<file path="config.mk">
export PLATFORM = sky130hd
export DESIGN_NAME = stream_pipe_slice
export DESIGN_NICKNAME = d
export VERILOG_FILES = /design/src/rtl/stream_pipe_slice.sv
export SDC_FILE = /design/constraint.sdc
export NUM_CORES = 1
export LEC_CHECK = 0
export BUFFER_PORTS_ARGS = -buffer_cell sky130_fd_sc_hd__buf_2
export CAP_MARGIN = 20
export CORE_UTILIZATION = 40
export CTS_BUF_LIST = sky130_fd_sc_hd__clkbuf_4
export DETAILED_ROUTE_END_ITERATION = 10
export GPL_ROUTABILITY_DRIVEN = 0
export PLACE_DENSITY = 0.66
export SYNTH_ARGS = -nofsm -noshare
export SYNTH_HDL_FRONTEND = slang
export SYNTH_SLANG_ARGS = --single-unit
</file>
<file path="constraint.sdc">
create_clock -name clk -period 5.5 [get_ports clk]
set_clock_uncertainty 0.05 [all_clocks]
set_input_delay 0.275 -clock clk [delete_from_list [all_inputs] [get_ports clk]]
set_output_delay 0.275 -clock clk [all_outputs]
set_load 0.1 [all_outputs]
</file>
<file path="src/rtl/stream_pipe_slice.sv">
// Multi-stage valid/ready register pipeline with an optional input skid register,
// synchronous flush and an occupancy count.
module stream_pipe_slice #(
  parameter int unsigned DATA_WIDTH = 32,
  parameter int unsigned DEPTH      = 2,
  parameter int unsigned SKID       = 1
) (
  input  logic                          clk,
  input  logic                          rst,
  input  logic                          flush,
  input  logic                          w_valid,
  output logic                          w_ready,
  input  logic [DATA_WIDTH-1:0]         w_data,
  output logic                          r_valid,
  input  logic                          r_ready,
  output logic [DATA_WIDTH-1:0]         r_data,
  output logic [$clog2(DEPTH+2)-1:0]    count
);

  localparam int unsigned CW  = $clog2(DEPTH + 2);
  localparam int unsigned CAP = DEPTH + ((SKID != 0) ? 1 : 0);

  generate
    if (DEPTH < 1) begin : g_bad_depth
      $fatal(1, "stream_pipe_slice: DEPTH must be at least 1");
    end
  endgenerate

  logic [DEPTH-1:0]      s_valid;
  logic [DATA_WIDTH-1:0] s_data [DEPTH];
  logic                  k_valid;
  logic [DATA_WIDTH-1:0] k_data;
  logic                  w_ready_q;
  logic [DEPTH-1:0]      adv;
  logic                  in_xfer;
  logic                  out_xfer;
  logic                  src_valid;
  logic [DATA_WIDTH-1:0] src_data;
  logic                  k_load;
  logic                  k_drain;

  // Advance chain: a stage may load when it is empty or its successor advances.
  always_comb begin
    logic a;
    adv = '0;
    a = !s_valid[DEPTH-1] || r_ready;
    adv[DEPTH-1] = a;
    for (int i = int'(DEPTH) - 2; i >= 0; i--) begin
      a = !s_valid[i] || a;
      adv[i] = a;
    end
  end

  assign w_ready = (SKID != 0) ? w_ready_q : (!rst && adv[0]);
  assign r_valid = s_valid[DEPTH-1];
  assign r_data  = s_data[DEPTH-1];

  // Stage 0 source: the skid word has priority over the live input.
  always_comb begin
    in_xfer  = w_valid && w_ready;
    out_xfer = s_valid[DEPTH-1] && r_ready;
    if ((SKID != 0) && k_valid) begin
      src_valid = 1'b1;
      src_data  = k_data;
    end else begin
      src_valid = in_xfer;
      src_data  = w_data;
    end
    k_load  = (SKID != 0) && in_xfer && !adv[0];
    k_drain = k_valid && adv[0];
  end

  always_ff @(posedge clk or posedge rst) begin
    if (rst) begin
      s_valid   <= '0;
      k_valid   <= 1'b0;
      w_ready_q <= 1'b0;
      count     <= '0;
    end else if (flush) begin
      s_valid   <= '0;
      k_valid   <= 1'b0;
      w_ready_q <= 1'b1;
      count     <= '0;
    end else begin
      if (adv[0]) s_valid[0] <= src_valid;
      for (int i = 1; i < int'(DEPTH); i++) begin
        if (adv[i]) s_valid[i] <= s_valid[i-1];
      end
      if (k_load) k_valid <= 1'b1;
      else if (k_drain) k_valid <= 1'b0;
      w_ready_q <= !(k_load || (k_valid && !k_drain));
      count     <= count + CW'(in_xfer) - CW'(out_xfer);
    end
  end

  // Payload registers need no reset; their valid bits qualify them.
  always_ff @(posedge clk) begin
    if (adv[0]) s_data[0] <= src_data;
    for (int i = 1; i < int'(DEPTH); i++) begin
      if (adv[i]) s_data[i] <= s_data[i-1];
    end
    if (k_load) k_data <= w_data;
  end

  a_count_cap: assert property (@(posedge clk) disable iff (rst) count <= CW'(CAP));
  a_stall_stable: assert property (@(posedge clk) disable iff (rst)
    (r_valid && !r_ready && !flush) |=> $stable(r_data));

endmodule

</file>
==> results of run 1 <==
-- tightest hold or removal path, cell delays in order --
cell	delay [ps]
sky130_fd_sc_hd__buf_2	100
sky130_fd_sc_hd__a21oi_1	90
sky130_fd_sc_hd__nor3_1	130
-- repair_timing --
item,4_1_cts,5_1_grt
resized for setup,0,0
hold endpoints to repair,43,0
hold buffers,34,0
-- routing by layer --
metal | up-vias | GRT usage (%)
met5 | - | 0
met4 | 0 | 4.68
met3 | 5 | 4.51
met2 | 49 | 19.2
met1 | 804 | 13.8
li1 | 833 | -
-- final cells by class --
| type | count | share of cell area (%) |
|---|---|---|
| sequential | 102 | 65.6 |
| multi-input combinational | 47 | 13.1 |
| inverter | 3 | 0.243 |
| clock buffer | 10 | 1.62 |
| tap | 129 | 3.49 |
| timing repair buffer | 106 | 15.1 |
| clock inverter | 6 | 0.838 |
-- cell usage after synthesis --
cell type	instances
sky130_fd_sc_hd__ha_1	2
sky130_fd_sc_hd__nor2b_1	1
sky130_fd_sc_hd__nor3_1	1
sky130_fd_sc_hd__buf_4	32
sky130_fd_sc_hd__nor2_1	2
sky130_fd_sc_hd__or3_1	1
sky130_fd_sc_hd__nand2b_1	1
sky130_fd_sc_hd__inv_1	3
sky130_fd_sc_hd__edfxtp_1	96
sky130_fd_sc_hd__nand2_1	1
sky130_fd_sc_hd__nand3b_4	1
sky130_fd_sc_hd__mux2_2	2
sky130_fd_sc_hd__and2_1	1
sky130_fd_sc_hd__a21oi_1	3
sky130_fd_sc_hd__xnor3_1	1
sky130_fd_sc_hd__buf_6	4
sky130_fd_sc_hd__dfrtp_1	6
sky130_fd_sc_hd__mux2_4	30
-- cell families after synthesis --
group           count (synthesis)  share of synthesized area (%)
mux                            32                           12.0
simple gates                    9                           1.56
buf+inv                        39                           7.55
compound gates                  3                          0.382
xor+xnor                        1                          0.574
flops                         102                           77.2
fa+ha+maj                       2                          0.637
-- worst paths after layout --
| check | startpoint | endpoint | slack (ps) |
|---|---|---|---|
| setup / recovery | s_valid[1] | k_data[15] | 3300 |
| hold / removal | w_valid | k_valid | 160 |
| setup reg to reg | s_valid[1] | k_data[15] | 3300 |
| hold reg to reg | s_data[0][22] | s_data[0][54] | 380 |
| max in group asynchronous | rst | k_valid | 4950 |
| min in group asynchronous | rst | s_valid[1] | 240 |
-- metrics by stage --
step                hold slack [ps]  utilization, %  cell area, µm²  worst slack [ps]  cells
floorplan                      16.0               -            3930              2090    188
global placement                137            44.5            4170              3260    353
detailed placement              145            44.5            4170              3210    353
CTS                             127            49.4            4630              3190    403
global route                    105            49.4            4630              3030    403
finish                          156            49.4            4630              3300    403
-- state kept, by name, summed over array words and instances, names as in the netlist --
signal	cells
count	2
k_data	32
k_valid	1
s_data	64
s_valid	2
w_ready	1
-- report_power, final --
| group | leakage [nW] | switching (mW) | internal (mW) | total, mW |
|---|---|---|---|---|
| combinational | 0.723 | 0.174 | 0.0587 | 0.232 |
| sequential | 1.03 | 0.0105 | 0.886 | 0.897 |
| clock | 0.0621 | 0.231 | 0.0968 | 0.328 |
| total | 1.82 | 0.415 | 1.04 | 1.46 |
==> results, run 1 <==
- The run finished with clean final reports.
- Counting every instance in the synthesized netlist gives 188.
- The number of endpoints with negative hold slack in the final report was 0.
- The number of cells on the worst reg-to-reg path is 2.
- The power density over the cells is 315 nW/µm².
- The filler cells instantiated in the layout total 798.
- The number of global-route vias before repair came to between 1500 and 2000.
- The buffer depth of the longest clock path is 2.
- The die is 101 µm tall.
- From synthesis to final layout, the design area changed by 17.9%.
- The number of standard-cell rows in the floorplan is 35.
- Summed over all layers, the global routing overflow is 0.
- The max-slew violation total from the final report came to 0.
- TritonCTS built the clock tree.
- The cell area after synthesis is 3930 µm².
- Counting every net in the synthesized netlist gives 227.
- The routed design has 5.50 mm of wire.
- The analysis attributes to cell leakage a power of 1.82 nW.
- The length of routed met2 wiring is 2.79 mm.
- The number of nets in the final layout is approximately 310.
- The cell sitting at the root of the clock tree is a sky130_fd_sc_hd__clkbuf_4.
- The number of nets with antenna violations after detailed routing is 0.
- The mean area per synthesized cell is 20.9 µm².
- The kind of cell with the highest combined delay along the critical path is simple AND/OR/NAND/NOR gates.
- The DRC violation count after routing is 0.
- The worst setup path is launched from a register.
- In this run the worst path has a maximum fanout of 36.
- The multi-input combinational cells in the finished layout cover a total of roughly 610 µm².
- The part of the cycle the worst path needs is 40.0%.
- The largest total area in the synthesized netlist belongs to sky130_fd_sc_hd__edfxtp_1.
- The pin count of the biggest net entering global routing is 37.
- The part of the Yosys area used for sequential elements is between 70 and 80%.
- Summed over all nets, wire length on met3 after detailed routing comes to 304 µm.
- The number of DRC markers in iteration 0 is 43.
- The worst hold path passes through 3 cells.
- The aggregate global-route resource usage is 11.7%.
- The critical path depth is 2.
- Setup repair after global routing left no endpoint under its margin.
- The max capacitance violation total is 0.
- The type of the tightest min-delay check is in -> reg.
- The count of pins on the block boundary is 73.
- The H-tree generated during clock tree synthesis spans 3 levels.
- The fraction of final layout cells with drive strength greater than 1 is 45.3%.
- Walking the worst path, the cells encountered are nand3b_4 > nor2_4.
- Measured against its own limit, the worst slew margin works out to 31.7%.
- The core region is 9370 µm².
- The worst setup path category is reg -> reg.
- Setup violations remaining at the end of the flow were counted as 0.
- The worst endpoint required time is 5510 ps.
- Leaving out fill and tap cells, the most frequent cells in the layout are sky130_fd_sc_hd__edfxtp_1 (96), sky130_fd_sc_hd__buf_2 (72), sky130_fd_sc_hd__dlygate4sd3_1 (34).
- The clock transition time at the flip-flop clock pins of the worst setup and hold paths is roughly 150 ps.
- Clock tree synthesis inserted a total of 9 buffers.
- The worst-case IR drop observed on VDD is 0.000107 V.
- The slowest stage of the critical path belongs to the cell sky130_fd_sc_hd__nor2_4.
- The sequential cells in the finished layout cover a total of 3030 µm².
- Setup total negative slack on the finished layout was measured at 0 ps.
- The transition time at the pin with the least slew margin is 1030 ps.
- The synthesized design devotes to its leading area cell type 73.4% of total area.
- Clock latency on the worst-skew pair, taken at its later pin, is 420 ps.
- After detailed routing, the average wire length per cell comes to 13.6 µm.
- The most common cell after layout, fill and taps aside is sky130_fd_sc_hd__edfxtp_1.
- In the post-synthesis netlist, the biggest area contributors are sky130_fd_sc_hd__edfxtp_1 (73%), sky130_fd_sc_hd__mux2_4 (11%), sky130_fd_sc_hd__buf_4 (6.1%), sky130_fd_sc_hd__dfrtp_1 (3.8%), sky130_fd_sc_hd__buf_6 (1.1%).
- The initial utilization of the core area, before any placement, comes to 41.9%.
- The ratio of routed vias to standard cells is 4.20.
- The antenna cell count is 0.
- For the worst setup path, the data arrival time is 2210 ps.
- On the worst path, the slowest cell contributes a delay of 880 ps.
- The count of warnings emitted by yosys is 0.
- The die area is 10200 µm².
- The count of TritonRoute iterations in the first routing pass is 4.
- The top metal layer carrying routed signals is met4.
- The wire-length estimate of the detail-placed layout is ~3.3 mm.
- The detailed router put a total of between 2 and 2.5 mm of wire on met1.
- The number of distinct library cells after synthesis is 18.
- The routed layout has 1691 vias.
- The number of storage elements in the synthesis netlist is 102.
- Together, buffers and inverters on the worst path number 0.
- The number of buffers added on ports is 72.
- The overall die width is around 100 µm.
- The clock net in this run drives a total of 102 sinks.
- The first global-routing pass estimated 8.51 mm of wire.
- The total power is ~1.5 mW.
- The post-CTS repair timing setup buffer count is 0.
- The critical path endpoint category is a register.
- Based on the critical path, the design can be clocked at up to 454 MHz.
- The final critical path time including I/O delays and setup is 2200 ps.
- The number of antenna violations at the first check in global routing is 0.
Note: power is estimated with default switching activity, not from simulation.
==> inputs of run 2 (changes only) <==
--- a/config.mk
+++ b/config.mk
@@ -5,13 +5,14 @@
 export SDC_FILE = /design/constraint.sdc
 export NUM_CORES = 1
 export LEC_CHECK = 0
+export ABC_AREA = 1
 export BUFFER_PORTS_ARGS = -buffer_cell sky130_fd_sc_hd__buf_2
 export CAP_MARGIN = 20
 export CORE_UTILIZATION = 40
 export CTS_BUF_LIST = sky130_fd_sc_hd__clkbuf_4
 export DETAILED_ROUTE_END_ITERATION = 10
 export GPL_ROUTABILITY_DRIVEN = 0
-export PLACE_DENSITY = 0.66
+export PLACE_DENSITY = 0.68
 export SYNTH_ARGS = -nofsm -noshare
 export SYNTH_HDL_FRONTEND = slang
 export SYNTH_SLANG_ARGS = --single-unit
==> constraint.sdc (replaced) <==
create_clock -name clk -period 1.8 [get_ports clk]
set_clock_uncertainty 0.05 [all_clocks]
set_input_delay 0.09 -clock clk [delete_from_list [all_inputs] [get_ports clk]]
set_output_delay 0.09 -clock clk [all_outputs]
set_load 0.1 [all_outputs]
==> run 2 against run 1 <==
Die area shrank 1.7%. Register-to-register slack lost 3000 ps. Routed wire length grew 8.4%. Sequential share of layout area grew 0.33 points. Final area shrank 0.38%. Synthesized cell count grew 42%. Clock power grew to 3.2 times the previous value. Area after synthesis shrank 1.8%. Critical endpoint is now r_valid. Highest routed layer unchanged.
==> results, run 2 <==
- The synthesized instance count is 267 (+42%).
- The maximum fanout along the worst path was 4 (-89%).
- The global-route wire length before repair came to 9.72 mm (+14%).
- The part of the total power dissipated in sequential elements is 60.6% (-1.0 points).
- The max capacitance violation total is 0 (unchanged).
- The leakage component of the power was 1.93 nW (+6.0%).
- The longest individual stage delay on the worst path was 470 ps (-410 ps).
- The worst path in the final design needs a cycle of roughly 1500 ps, including I/O delays and setup.
- The overall die width is 100 µm (-0.87%).
- The standard cell core area is 9280 µm² (-0.93%).
- Walking the worst path, the cells encountered are buf_2.
- The internal power component is 3.17 mW (+200%).
- The count of warnings emitted by yosys came to 0 (unchanged).
- The number of DRC markers in iteration 0 came to 108 (+150%).
- The depth of the CTS H-tree was 3 (unchanged).
- The commonest cells after synthesis are sky130_fd_sc_hd__nand2_1 (103), sky130_fd_sc_hd__edfxtp_1 (96), sky130_fd_sc_hd__buf_4 (35).
- Of the available clock period, the critical path in the final layout requires 82.3%.
- The reg2reg setup slack is 340 ps (-2960 ps).
- The clock latency reported for the late side of the worst-skew pair is 430 ps (about the same).
- The setup total negative slack is 0 ps (unchanged).
- The clock transition time at the flip-flop clock pins of the worst setup and hold paths was 150 ps (about the same).
- The max-slew violation total from the final report came to 0 (unchanged).
- The DRC violation count after routing is 0 (unchanged).
- The antenna cell count is 0 (unchanged).
- The count of filler cells inserted in the layout was 830 (+4.0%).
- The worst setup path category is reg -> out.
- In the final layout, the registers with the most flip-flops are s_data: 64 flops, k_data: 32 flops.
- The worst endpoint required time is 1660 ps (-3850 ps).
- The async set-reset flop share out of synthesis was 5.88% (unchanged).
- The area used by sequential logic in the layout is 3040 µm² (+0.12%).
- Setup repair after global routing left no endpoint under its margin.
- The number of storage elements in the synthesis netlist came to 102 (unchanged).
- The average wire per standard cell is 12.3 µm (-10%).
- The total routed wirelength was 5.96 mm (+8.4%).
- The final setup violation count is 0 (unchanged).
- The detailed-route via count came to 2074 (+23%).
- The count of TritonRoute iterations in the first routing pass was 4 (unchanged).
- The number of endpoints with negative hold slack in the final report was 0 (unchanged).
- The library cell contributing the largest single delay on the critical path is sky130_fd_sc_hd__dfrtp_4.
- For this run, the top clock speed supported by timing is 675 MHz.
- The number of global-route vias before repair is 2078 (+19%).
- STA classifies the critical path endpoint as an output pin.
- The fraction of final layout cells with drive strength greater than 1 is 29.4% (-16 points).
- The number of standard-cell rows in the floorplan was 35 (unchanged).
- The post-CTS repair timing setup buffer count came to 0 (unchanged).
- TritonCTS built the clock tree.
- The finished layout cell area came to 4610 µm² (-0.38%).
- The number of buffers added on ports is 72 (unchanged).
- The post-cts gate resize count is 0 (unchanged).
- The power density over the cells came to 984 nW/µm² (+210%).
- The cell area after synthesis came to 3860 µm² (-1.8%).
- The kind of start point of the critical path is a register.
- The endpoint of the most critical register-to-register path is count[1].
- The critical path endpoint is r_valid.
- The number of antenna violations at the first check in global routing is 0 (unchanged).
- Broken down by cell family, the worst path's largest delay share belongs to flip-flops.
- In the layout the commonest cells are sky130_fd_sc_hd__nand2_1 (102), sky130_fd_sc_hd__edfxtp_1 (96), sky130_fd_sc_hd__buf_2 (72).
- The fraction of post-synthesis cell area in the top cell type by area is 74.7% (+1.3 points).
- The net switching power of the design is 1.37 mW (+230%).
- The effective utilization at floorplan is 41.5% (-0.35 points).
- The transition time at the pin with the least slew margin is 507 ps (-518 ps).
- The number of non-filler instances in the completed layout is 486 (+21%).
- The worst reg2reg path depth is 8 (+6).
- The synthesized netlist net count is 306 (+35%).
- The mean area per synthesized cell is 14.4 µm² (-31%).
- The root cell of the clock tree is sky130_fd_sc_hd__clkbuf_4.
- sky130_fd_sc_hd__edfxtp_1 takes more of the synthesized area than any other cell.
- The flow ran to the end, and the final reports show no timing, DRC or antenna violations.
- The register bank with the most flops is s_data.
- The most common cell after layout, fill and taps aside is sky130_fd_sc_hd__nand2_1.
- The number of nets with antenna violations after detailed routing was 0 (unchanged).
- The net switching fraction of the power is 30.2% (+1.7 points).
- The part of the Yosys area used for sequential elements is 78.6% (+1.4 points).
- The count of buffering cells on the critical path with inverters included is 1 (+1).
- The post-synthesis to final-layout area growth is 19.5%.
- The relative slew slack is 66.4% (+35 points).
- The most instantiated library cell after synthesis is sky130_fd_sc_hd__nand2_1.
- The ratio of routed vias to standard cells is 4.27 (+1.7%).
- The die area is 10000 µm² (-1.7%).
- The number of CTS-inserted buffers was 9 (unchanged).
- The buffer depth of the longest clock path is 2 (unchanged).
- The number of flip-flops in the largest register is 64 (unchanged).
- Tracing the worst setup path back leads to its startpoint at s_valid[1].
- In the synthesized netlist the dominant register cell turns out to be sky130_fd_sc_hd__edfxtp_1.
- The post-detailed-placement half-perimeter wirelength is 3.90 mm (+18%).
- The final global-route overflow total was 0 (unchanged).
- The number of synthesized flops with an enable pin came to 96 (unchanged).
- The number of distinct library cells after synthesis is 17 (-1).
- The portion of total power attributed to the clock network is 23.4% (+0.9 points).
- The placement-stage cell area is 4150 µm² (-0.66%).
- The data arrival time of the critical path is 1340 ps (-870 ps).
- The peak ir drop on the vdd network is 0.000381 V (+260%).
- The CTS sink count is 102 (unchanged).
- The share of power burned in combinational logic came to 16.0% (about the same).
- The count of pins on the block boundary came to 73 (unchanged).
- The die height was 100 µm (-0.87%).
- Ranked by total cell area, the synthesized netlist is headed by sky130_fd_sc_hd__edfxtp_1 (75%), sky130_fd_sc_hd__nand2_1 (10%), sky130_fd_sc_hd__buf_4 (6.8%), sky130_fd_sc_hd__dfrtp_1 (3.9%), sky130_fd_sc_hd__buf_6 (1.2%).
- The instance count after placement with tap cells included is 436 (+24%).
- The number of nets in the final layout is 391 (+27%).
- The area of combinational cells with multiple inputs is 494 µm² (-19%).
- The critical path depth came to 1 (-1).
- The aggregate global-route resource usage is 13.1% (+1.4 points).
- The pin count of the biggest net entering global routing came to 34 (-8.1%).
- The source of the worst register-to-register timing path is s_valid[1].
- The tightest min-delay check is of the in -> async type.
## run 2: cell types whose count changed in the layout (fill, tap and decap cells not counted), sizes merged, moves of 2 or more
cell	delta
mux2	-32
o21ai	+2
buf	+7
a21oi	-2
inv	+10
clkinvlp	-2
nand2	+104
nand3	+2
nor2	+2
## run 2: what timing repair did
item | CTS | global route
hold buffers | 34 | 0
endpoints found under the hold margin | 76 | 0
endpoints found under the setup margin | 0 | 0
## run 2: worst min-delay path by stage
stage / end / cells after the start / startpoint / slack [ps]
6_report: k_valid / 3 / rst / 40
5_1_grt: w_ready / 3 / rst / 40
4_1_cts: s_valid[1] / 3 / rst / 10
3_5_place_dp: k_valid / 2 / rst / -30
3_3_place_gp: k_valid / 2 / rst / -40
2_1_floorplan: count[0] / 1 / rst / -170
## run 2: cells by family (layout without fill, tap and decap cells)
kind of cell / count (synthesis) / after routing / share of synthesized area, %
DFF: 102 / 102 / 78.6
buffers and inverters: 49 / 139 / 9.02
and+or+nand+nor: 111 / 111 / 11.3
adders and majority gates: 2 / 2 / 0.649
AOI/OAI and AO/OA: 3 / 3 / 0.389
## run 2: power groups by stage
stage               logic (mW)  registers, mW  clock network [mW]
floorplan                0.565           2.85                   0
global placement         0.666           2.80                   0
detailed placement       0.671           2.81                   0
CTS                      0.728           2.75                1.11
global route             0.757           2.76                1.20
finish                   0.725           2.75                1.06
## run 2: layout make-up
type | instances | share of cell area [%]
clock buffer | 9 | 1.47
clock inverter | 7 | 1.22
inverter | 10 | 0.868
multi-input combinational | 116 | 10.7
sequential | 102 | 65.9
tap | 129 | 3.50
timing repair buffer | 113 | 16.3
## run 2: per-stage QoR
step	hold WS (ps)	total power, mW	util, %	setup WS, ps
floorplan	-169	3.41	-	-304
global placement	-37.9	3.47	44.7	400
detailed placement	-29.0	3.48	44.7	364
CTS	10.2	4.60	49.7	274
global route	39.7	4.72	49.7	234
finish	37.4	4.54	49.7	318
## run 2: routing by layer
layer	GRT usage, %	share of wire, %	routed length, µm	up-vias
li1	-	-	-	1034
met2	23.1	53	3130	53
met5	0	0	0	-
met1	15.0	41	2430	980
met4	6.02	1.3	75	0
met3	3.20	5.3	318	7
==> inputs of run 3 (changes only) <==
==> constraint.sdc (replaced) <==
create_clock -name clk -period 1.26 [get_ports clk]
set_clock_uncertainty 0.05 [all_clocks]
set_input_delay 0.063 -clock clk [delete_from_list [all_inputs] [get_ports clk]]
set_output_delay 0.063 -clock clk [all_outputs]
set_load 0.1 [all_outputs]
==> run 3 against run 2 <==
Worst hold slack got worse by 22 ps. Register-to-register slack got worse by 460 ps. Count of clock-buffer cells in the layout unchanged. Cell count increased by 2.3%. Worst setup slack got worse by 440 ps. Critical endpoint is now k_data[30]. Via count increased by 3.9%. Critical path type is now reg -> reg. The run now ends with negative setup slack left. Power increased by 49%.
==> results, run 3 (synthesis gave the netlist of run 2 again) <==
- The run finished, with violations left.
- The checks that failed: negative setup slack.
- In the final layout, the registers with the most flip-flops are s_data: 64 flops, k_data: 32 flops.
- The relative slew slack was 77.1% (+11 points).
- The number of endpoints with negative hold slack in the final report is 0 (unchanged).
- The hold slack came to 15.1 ps (-22.3 ps).
- The die area was 10000 µm² (unchanged).
- The number of DRC markers in iteration 0 was 61 (-44%).
- The met2 layer usage reported by global route is 22.9% (-0.16 points).
- The peak ir drop on the vdd network is 0.000657 V (+73%).
- The net switching power of the design came to 1.96 mW (+43%).
- The part of the total power dissipated in sequential elements is 58.0% (-2.6 points).
- The max capacitance violation total came to 0 (unchanged).
- The aggregate global-route resource usage came to 13.4% (+0.30 points).
- TritonCTS built the clock tree.
- The global-route wire length before repair is 10.1 mm (+3.5%).
- The number of standard-cell rows in the floorplan is 35 (unchanged).
- The pin count of the biggest net entering global routing is 34 (unchanged).
- The number of antenna violations at the first check in global routing is 0 (unchanged).
- The min-delay analysis places its worst path in the category in -> async.
- The part of the cycle the worst path needs is 110%.
- The worst setup path is launched from a register.
- The final global-route overflow total is 0 (unchanged).
- Leaving out fill and tap cells, the most frequent cell in the layout is sky130_fd_sc_hd__nand2_1.
- The standard cell core area is 9280 µm² (unchanged).
- The share of power burned in combinational logic is 17.4% (+1.4 points).
- The leakage component of the power is 2.10 nW (+8.7%).
- More flip-flops sit in one register than any other, and that register is s_data.
- The internal power component came to 4.83 mW (+52%).
- The number of buffers added on ports is 72 (unchanged).
- The DRC violation count after routing is 0 (unchanged).
- The number of flip-flops in the largest register came to 64 (unchanged).
- The portion of total power attributed to the clock network is 24.5% (+1.1 points).
- Setup repair after global routing could not meet its margin everywhere.
- The overall die width was 100 µm (unchanged).
- The net switching fraction of the power is 28.8% (-1.3 points).
- The area of combinational cells with multiple inputs is 541 µm² (+9.4%).
- The number of nets with antenna violations after detailed routing is 0 (unchanged).
- The CTS sink count is 102 (unchanged).
- The fraction of met1 tracks used by global routing was 16.0% (+0.97 points).
- The met3 track demand over resource is 2.92% (-0.28 points).
- The total power is 6.78 mW (+49%).
- The count of pins on the block boundary is 73 (unchanged).
- The number of CTS-inserted buffers came to 9 (unchanged).
- The average wire per standard cell was 13.0 µm (+5.7%).
- The max-slew violation total from the final report came to 0 (unchanged).
- The worst setup path category is reg -> reg.
- The clock transition time at the flip-flop clock pins of the worst setup and hold paths is 160 ps (about the same).
- The post-synthesis to final-layout area growth is 30.6%.
- The longest individual stage delay on the worst path was 450 ps (-20 ps).
- The ratio of routed vias to standard cells was 4.34 (+1.6%).
- The maximum fanout along the worst path is 24 (+20).
- Tracing the worst setup path back leads to its startpoint at s_valid[1].
- The effective utilization at floorplan came to 41.5% (unchanged).
- The root cell of the clock tree is sky130_fd_sc_hd__clkbuf_4.
- The count of TritonRoute iterations in the first routing pass came to 4 (unchanged).
- The startpoint identified for the worst register-to-register timing path is s_valid[1].
- The number of global-route vias before repair is 2183 (+5.1%).
- The worst endpoint required time is 1350 ps (-310 ps).
- The detailed-route via count was 2155 (+3.9%).
- The post-detailed-placement half-perimeter wirelength is 4.07 mm (+4.3%).
- The library cell contributing the largest single delay on the critical path is sky130_fd_sc_hd__dfrtp_4.
- The antenna cell count came to 0 (unchanged).
- The final critical path time including I/O delays and setup is roughly 1400 ps.
- The count of filler cells inserted in the layout is 803 (-3.3%).
- The maximum clock frequency is 722 MHz.
- The worst setup path is captured at a register.
- The buffer depth of the longest clock path is 2 (unchanged).
- Walking the worst path, the cells encountered are buf_6 > nand3_4 > nor2_4 > buf_12.
- The fraction of final layout cells with drive strength greater than 1 is 34.0% (+4.6 points).
- The core utilization of the finished layout is 54.3% (+4.6 points).
- The depth of the CTS H-tree came to 3 (unchanged).
- The power density over the cells is 1350 nW/µm² (+37%).
- The number of nets in the final layout is 402 (+2.8%).
- Leaving out fill and tap cells, the most frequent cells in the layout are sky130_fd_sc_hd__nand2_1 (100), sky130_fd_sc_hd__edfxtp_1 (96), sky130_fd_sc_hd__buf_2 (36).
- met2 is the most crowded layer.
- The clock latency reported for the late side of the worst-skew pair came to 430 ps (about the same).
- The total routed wirelength is 6.44 mm (+8.1%).
- The area used by sequential logic in the layout is 3040 µm² (about the same).
- The final setup violation count is 85 (+85).
- The instance count after placement with tap cells included is 439 (+0.69%).
- The number of non-filler instances in the completed layout is 497 (+2.3%).
- The minimum setup slack in the final design came to -124 ps (-442 ps).
- The die height is 100 µm (unchanged).
- The worst-case setup slack after placement came to -127 ps (-491 ps).
- The transition time at the pin with the least slew margin is 344 ps (-163 ps).
- The data arrival time of the critical path is 1480 ps (+140 ps).
[run 3: cell count changes in the layout (fill, tap and decap cells not counted), moves of 2 or more]
cell,delta
sky130_fd_sc_hd__nand2_1,-2
sky130_fd_sc_hd__buf_12,+7
sky130_fd_sc_hd__clkbuf_16,+3
sky130_fd_sc_hd__ha_1,-2
sky130_fd_sc_hd__buf_4,+25
sky130_fd_sc_hd__clkinv_4,-2
sky130_fd_sc_hd__buf_6,+10
sky130_fd_sc_hd__ha_4,+2
sky130_fd_sc_hd__buf_2,-36
sky130_fd_sc_hd__inv_2,+2
sky130_fd_sc_hd__inv_1,-3
[run 3: layout make-up]
class                           count  area share, %
Tap cell                          129           3.20
Clock buffer                        9           1.34
Clock inverter                      7           1.42
Sequential cell                   102           60.4
Inverter                           10          0.845
Multi-Input combinational cell    116           10.7
Timing Repair Buffer              124           22.1
[run 3: path summary, 6_finish.rpt]
path,slack [ps],to,depth (start not counted)
worst max-delay path,-120,k_data[30],4
worst min-delay path,20,count[0],3
worst max register to register,-120,k_data[30],4
worst min register to register,380,s_data[0][47],0
max in group asynchronous,920,s_valid[1],3
min in group clk,170,s_valid[1],5
[run 3: metal layers]
layer / up-vias / wire (µm)
met5: - / 0
met4: 0 / 151
met3: 14 / 295
met2: 56 / 3210
met1: 1024 / 2780
li1: 1061 / -
[run 3: critical path: cells and delay by family (launching register included)]
family        cells  cell delay (ps)
flops             1              450
buf+inv           2              310
simple gates      2              260
[run 3: power groups by stage]
stage	Combinational (mW)	Sequential [mW]	Clock [mW]
detailed placement	0.991	4.01	0
CTS	1.16	3.94	1.72
floorplan	0.809	4.07	0
global placement	0.984	4.00	0
finish	1.18	3.94	1.66
global route	1.23	3.95	1.85
[run 3: metrics by stage]
step                setup TNS [ps]  area, µm²
global route                 -8520       5040
floorplan                   -52410       3890
detailed placement           -3440       4270
finish                       -5950       5040
global placement             -2900       4270
CTS                          -3970       4920
[run 3: what timing repair did]
item,4_1_cts,5_1_grt
setup endpoints to repair,108,105
cloned,0,4
hold buffers,35,0
resized for setup,48,8
setup buffers,2,1
pin swaps,5,3
endpoints found under the hold margin,76,0
